`config.mk`:
```
export PLATFORM = sky130hd
export DESIGN_NAME = mult_fu
export DESIGN_NICKNAME = d
export VERILOG_FILES = /design/src/rtl/mult_fu.sv
export SDC_FILE = /design/constraint.sdc
export NUM_CORES = 2
export LEC_CHECK = 0
export CORE_UTILIZATION = 59
export DETAILED_ROUTE_END_ITERATION = 8
export GPL_TIMING_DRIVEN = 0
export PLACE_DENSITY = 0.76
export SKIP_CTS_REPAIR_TIMING = 1
export SLEW_MARGIN = 20
export SYNTH_ARGS = -nofsm -noshare
export SYNTH_HDL_FRONTEND = slang
export SYNTH_SLANG_ARGS = --single-unit
export TNS_END_PERCENT = 100
```
`constraint.sdc`:
```
create_clock -name clock -period 12.3 [get_ports clock]
set_input_delay 2.46 -clock clock [delete_from_list [all_inputs] [get_ports clock]]
set_output_delay 2.46 -clock clock [all_outputs]
set_load 0.02 [all_outputs]
```
`src/rtl/mult_fu.sv`:
```
// Pipelined integer multiply unit: NUM_STAGE shift-and-add stages, each consuming one
// chunk of the multiplier, with a global stall when the last stage waits for the CDB.
module mult_fu #(
  parameter int XLEN          = 32,
  parameter int PRN_WIDTH     = 6,
  parameter int ROB_CNT_WIDTH = 5,
  parameter int NUM_STAGE     = 4
) (
  input  logic                     clock,
  input  logic                     reset,
  input  logic                     in_valid,
  input  logic [1:0]               in_func,
  input  logic [XLEN-1:0]          in_op1,
  input  logic [XLEN-1:0]          in_op2,
  input  logic [PRN_WIDTH-1:0]     in_dest_prn,
  input  logic [ROB_CNT_WIDTH-1:0] in_dest_rob,
  input  logic                     squash,
  input  logic                     cdb_grant,
  output logic                     avail,
  output logic                     out_valid,
  output logic [XLEN-1:0]          out_value,
  output logic [PRN_WIDTH-1:0]     out_dest_prn,
  output logic [ROB_CNT_WIDTH-1:0] out_dest_rob
);

  localparam int W2   = 2 * XLEN;
  localparam int CH   = W2 / NUM_STAGE;
  localparam int LAST = NUM_STAGE - 1;

  logic                     valid_q  [NUM_STAGE];
  logic [1:0]               func_q   [NUM_STAGE];
  logic [PRN_WIDTH-1:0]     prn_q    [NUM_STAGE];
  logic [ROB_CNT_WIDTH-1:0] rob_q    [NUM_STAGE];
  logic [W2-1:0]            mcand_q  [NUM_STAGE];
  logic [W2-1:0]            mplier_q [NUM_STAGE];
  logic [W2-1:0]            psum_q   [NUM_STAGE];

  logic                     src_valid  [NUM_STAGE];
  logic [1:0]               src_func   [NUM_STAGE];
  logic [PRN_WIDTH-1:0]     src_prn    [NUM_STAGE];
  logic [ROB_CNT_WIDTH-1:0] src_rob    [NUM_STAGE];
  logic [W2-1:0]            src_mcand  [NUM_STAGE];
  logic [W2-1:0]            src_mplier [NUM_STAGE];
  logic [W2-1:0]            src_psum   [NUM_STAGE];

  logic [W2-1:0]            mcand_d  [NUM_STAGE];
  logic [W2-1:0]            mplier_d [NUM_STAGE];
  logic [W2-1:0]            psum_d   [NUM_STAGE];

  logic          stall;
  logic          op1_signed;
  logic          op2_signed;
  logic [W2-1:0] issue_mcand;
  logic [W2-1:0] issue_mplier;

  assign stall = valid_q[LAST] & ~cdb_grant;
  assign avail = ~stall;

  // op1 is signed for MULH/MULHSU, op2 only for MULH
  assign op1_signed   = (in_func == 2'd1) || (in_func == 2'd2);
  assign op2_signed   = (in_func == 2'd1);
  assign issue_mcand  = {{XLEN{op1_signed & in_op1[XLEN-1]}}, in_op1};
  assign issue_mplier = {{XLEN{op2_signed & in_op2[XLEN-1]}}, in_op2};

  genvar gi;
  generate
    for (gi = 0; gi < NUM_STAGE; gi++) begin : g_stage
      if (gi == 0) begin : g_first
        assign src_valid[gi]  = in_valid;
        assign src_func[gi]   = in_func;
        assign src_prn[gi]    = in_dest_prn;
        assign src_rob[gi]    = in_dest_rob;
        assign src_mcand[gi]  = issue_mcand;
        assign src_mplier[gi] = issue_mplier;
        assign src_psum[gi]   = '0;
      end else begin : g_rest
        assign src_valid[gi]  = valid_q[gi-1];
        assign src_func[gi]   = func_q[gi-1];
        assign src_prn[gi]    = prn_q[gi-1];
        assign src_rob[gi]    = rob_q[gi-1];
        assign src_mcand[gi]  = mcand_q[gi-1];
        assign src_mplier[gi] = mplier_q[gi-1];
        assign src_psum[gi]   = psum_q[gi-1];
      end

      // One chunk of the multiplier per stage; everything wraps at 2*XLEN bits
      assign psum_d[gi]   = src_psum[gi] + src_mcand[gi] * W2'(src_mplier[gi][CH-1:0]);
      assign mcand_d[gi]  = src_mcand[gi] << CH;
      assign mplier_d[gi] = src_mplier[gi] >> CH;
    end
  endgenerate

  always_ff @(posedge clock or negedge reset) begin
    if (!reset) begin
      for (int i = 0; i < NUM_STAGE; i++) begin
        valid_q[i]  <= 1'b0;
        func_q[i]   <= '0;
        prn_q[i]    <= '0;
        rob_q[i]    <= '0;
        mcand_q[i]  <= '0;
        mplier_q[i] <= '0;
        psum_q[i]   <= '0;
      end
    end else if (squash) begin
      for (int i = 0; i < NUM_STAGE; i++) begin
        valid_q[i] <= 1'b0;
      end
    end else if (!stall) begin
      for (int i = 0; i < NUM_STAGE; i++) begin
        valid_q[i]  <= src_valid[i];
        func_q[i]   <= src_func[i];
        prn_q[i]    <= src_prn[i];
        rob_q[i]    <= src_rob[i];
        mcand_q[i]  <= mcand_d[i];
        mplier_q[i] <= mplier_d[i];
        psum_q[i]   <= psum_d[i];
      end
    end
  end

  assign out_valid    = valid_q[LAST];
  assign out_value    = (func_q[LAST] == 2'd0) ? psum_q[LAST][XLEN-1:0] : psum_q[LAST][W2-1:XLEN];
  assign out_dest_prn = prn_q[LAST];
  assign out_dest_rob = rob_q[LAST];

endmodule

```
==> results.cfg <==
[final_layout]
fillers = 8644
drive_gt1_share_pct = 2.13
final_cell_count_no_fill = 8515
register_area_sq_um = 9960
multi_input_area_sq_um = 46100
area_delta_synth_final_pct = 7.33
nets = 8743

[timing]
fin_crit_ns = 11.16
min_period_over_period_pct = 90.7
slew_headroom_pct = 15.6
finalSetupViolations = 0
hold_viol = 0
fmax_ghz = 0.0896
rsz0062_at_grt = no
finalClockSkew_ns = 0.0444
worst_slew_pin_slew_ns = 1.26
final_max_slew_viol_count = 0

[logic_synthesis]
synth_edf_count = 0
synth-seq-area-share_pct = 16.0
synthTopCellsByArea = fa_1, dfrtp_1, nand2_1
ys.flop_type = dfrtp_1
synthCells = 6924
synth_top_area_share_pct = 38.8
synth_common_cells = nand2_1, inv_1, fa_1
synth_area_leader_cell = fa_1
syn-num-nets = 8567
async_flop_share_pct = 100
netlist_area_sq_um = 62200
yosys_warnings = 0
post_synth.cell_area_avg_sq_um = 8.99
yosysMostFrequentCell = nand2_1
synth-seq-cells = 398
synth.distinct_cells = 80

[worst_setup_path]
critPathKind = input port to register
crit_fanout = 10
max_stage_delay_ns = 0.84
r2r_cells = 35
slowest_stage = clkbuf_1
cpMostUsedCell = fa_1
reg2reg_to = psum_q[191]$_DFFE_PN0P_
rrSetupSlack_ns = 1.19
worstSetupEndpointType = register
cp.arrival_ns = 11.64
r2r_start = mplier_q[199]$_DFFE_PN0P_
worstSetupStartpointType = input port
cp.required_ns = 12.78

[detailed_routing]
drc = 0
dr.pass1.iters = 7
wl_per_cell_um = 21.1
ant_nets = 0
vias = 47800
first_iter_violations = 4134
wl_um = 180000
vias_per_cell = 5.61

[floorplanning]
rows = 118
die_area_sq_um = 107000
initial_utilization_pct = 59.8
core_sq_um = 104000
die_w_um = 327
ios = 127
die_h_um = 327

[global_routing]
overflow = 0
grt_max_degree = 96
grt_pass1_wl_um = 283000
grt_use_total_pct = 34.9
antenna_found_initial = 4
grt_pass1_vias = 50000

[place]
place_inst = 8434
gp_congestion = 0.977
place_hpwl_um = 150000
io_buffers = 126

[clock_network]
clock_path_buffers = 3
htreeDepth = 2
cts-buffers-inserted = 44
cts_tree = built
cts_root_buffer = clkbuf_16
worst_skew_pair.late_latency_ns = 0.62
cts_sinks = 398
clk_pin_slew_worst_paths_ns = 0.06

[run]
drv_cap = 0

[status]
status = complete, no violations

[hold_path]
hold_class = register to register
worstHoldEndpoint = rob_q[12]$_DFFE_PN0P_
min_from = rob_q[17]$_DFFE_PN0P_
worstHoldPathCells = 2
## how the worst max path moves through the flow
stage                               from                        end  slack, ns  cells past startpoint
6_report                      in_func[0]    psum_q[239]$_DFFE_PN0P_       1.14                     27
2_1_floorplan                 in_func[1]    psum_q[239]$_DFFE_PN0P_       3.24                     27
3_3_place_gp                       reset  mplier_q[198]$_DFFE_PN0P_      -8.82                      1
3_5_place_dp                  in_func[0]    psum_q[239]$_DFFE_PN0P_       0.81                     27
5_1_grt                       in_func[0]    psum_q[239]$_DFFE_PN0P_       0.84                     27
4_1_cts        mplier_q[197]$_DFFE_PN0P_    psum_q[191]$_DFFE_PN0P_       1.33                     34
## stage by stage
step                      utilization, %  area (sq um)  hold WS (ns)  worst slack [ns]  setup TNS, ns
after CTS                           64.1         66800         0.466              1.33              0
after detailed placement            62.8         65300         0.449             0.808              0
after global routing                64.1         66800         0.487             0.840              0
final                               64.2         66800         0.465              1.14              0
after floorplan                        -         62200         0.437              3.24              0
after global placement              62.6         65200         0.445             -8.82       -3486.12
## final cells by class
class | count | share of cell area [%]
Antenna cell | 3 | 0.0112
Buffer | 312 | 1.82
Clock buffer | 58 | 1.83
Clock inverter | 20 | 0.322
Inverter | 1314 | 7.39
Multi-Input combinational cell | 4900 | 69.1
Sequential cell | 398 | 14.9
Tap cell | 1380 | 2.59
Timing Repair Buffer | 130 | 2.06
## cells by family (layout without fill, tap and decap cells)
group | Yosys count | in the layout | share of synthesized area (%)
AOI/OAI and AO/OA | 701 | 701 | 7.22
muxes | 39 | 39 | 0.696
DFF | 398 | 398 | 16.0
buffers and inverters | 1626 | 1834 | 9.88
and+or+nand+nor | 2356 | 2356 | 16.8
xor gates and xnor gates | 243 | 243 | 3.44
other | 0 | 3 | 0
adders and majority gates | 1561 | 1561 | 45.9
## cell usage in the layout (no fill, tap or decap), types with 34 or more instances in the layout
| master | count |
|---|---|
| nand2_1 | 1625 |
| inv_1 | 1314 |
| fa_1 | 1206 |
| and2_1 | 462 |
| dfrtp_1 | 398 |
| ha_1 | 355 |
| clkbuf_1 | 305 |
| o21ai_0 | 202 |
| a21oi_1 | 169 |
| xnor2_1 | 159 |
| a21o_1 | 125 |
| clkdlybuf4s50_1 | 125 |
| xor2_1 | 83 |
| nor2_1 | 77 |
| clkbuf_16 | 44 |
| mux2_2 | 34 |
## flip-flops by register name, summed over array words and instances, names as in the netlist
signal,cells
func_q,8
mcand_d,48
mcand_q,33
mplier_d,1
mplier_q,18
out_dest_prn,6
out_dest_rob,5
out_valid,1
prn_q,18
psum_q,242
rob_q,15
src_valid,3
## layer usage
metal	routed length, um	track usage [%]
met1	72700	47.9
met2	80500	53.8
met3	17800	7.68
met4	8680	14.3
met5	0	0.0887
## critical path: cells and delay by family
kind                     cells  cell delay [ns]
AO/OA/AOI/OAI                8             1.59
XOR/XNOR                     1             0.39
adder cells (fa/ha/maj)      8             3.99
buffers and inverters        6             2.12
AND/OR/NAND/NOR              4             1.08
Power is left out: the tool's default activity adds up to more than one toggle a clock period on the data nets, which glitch-free logic cannot reach.
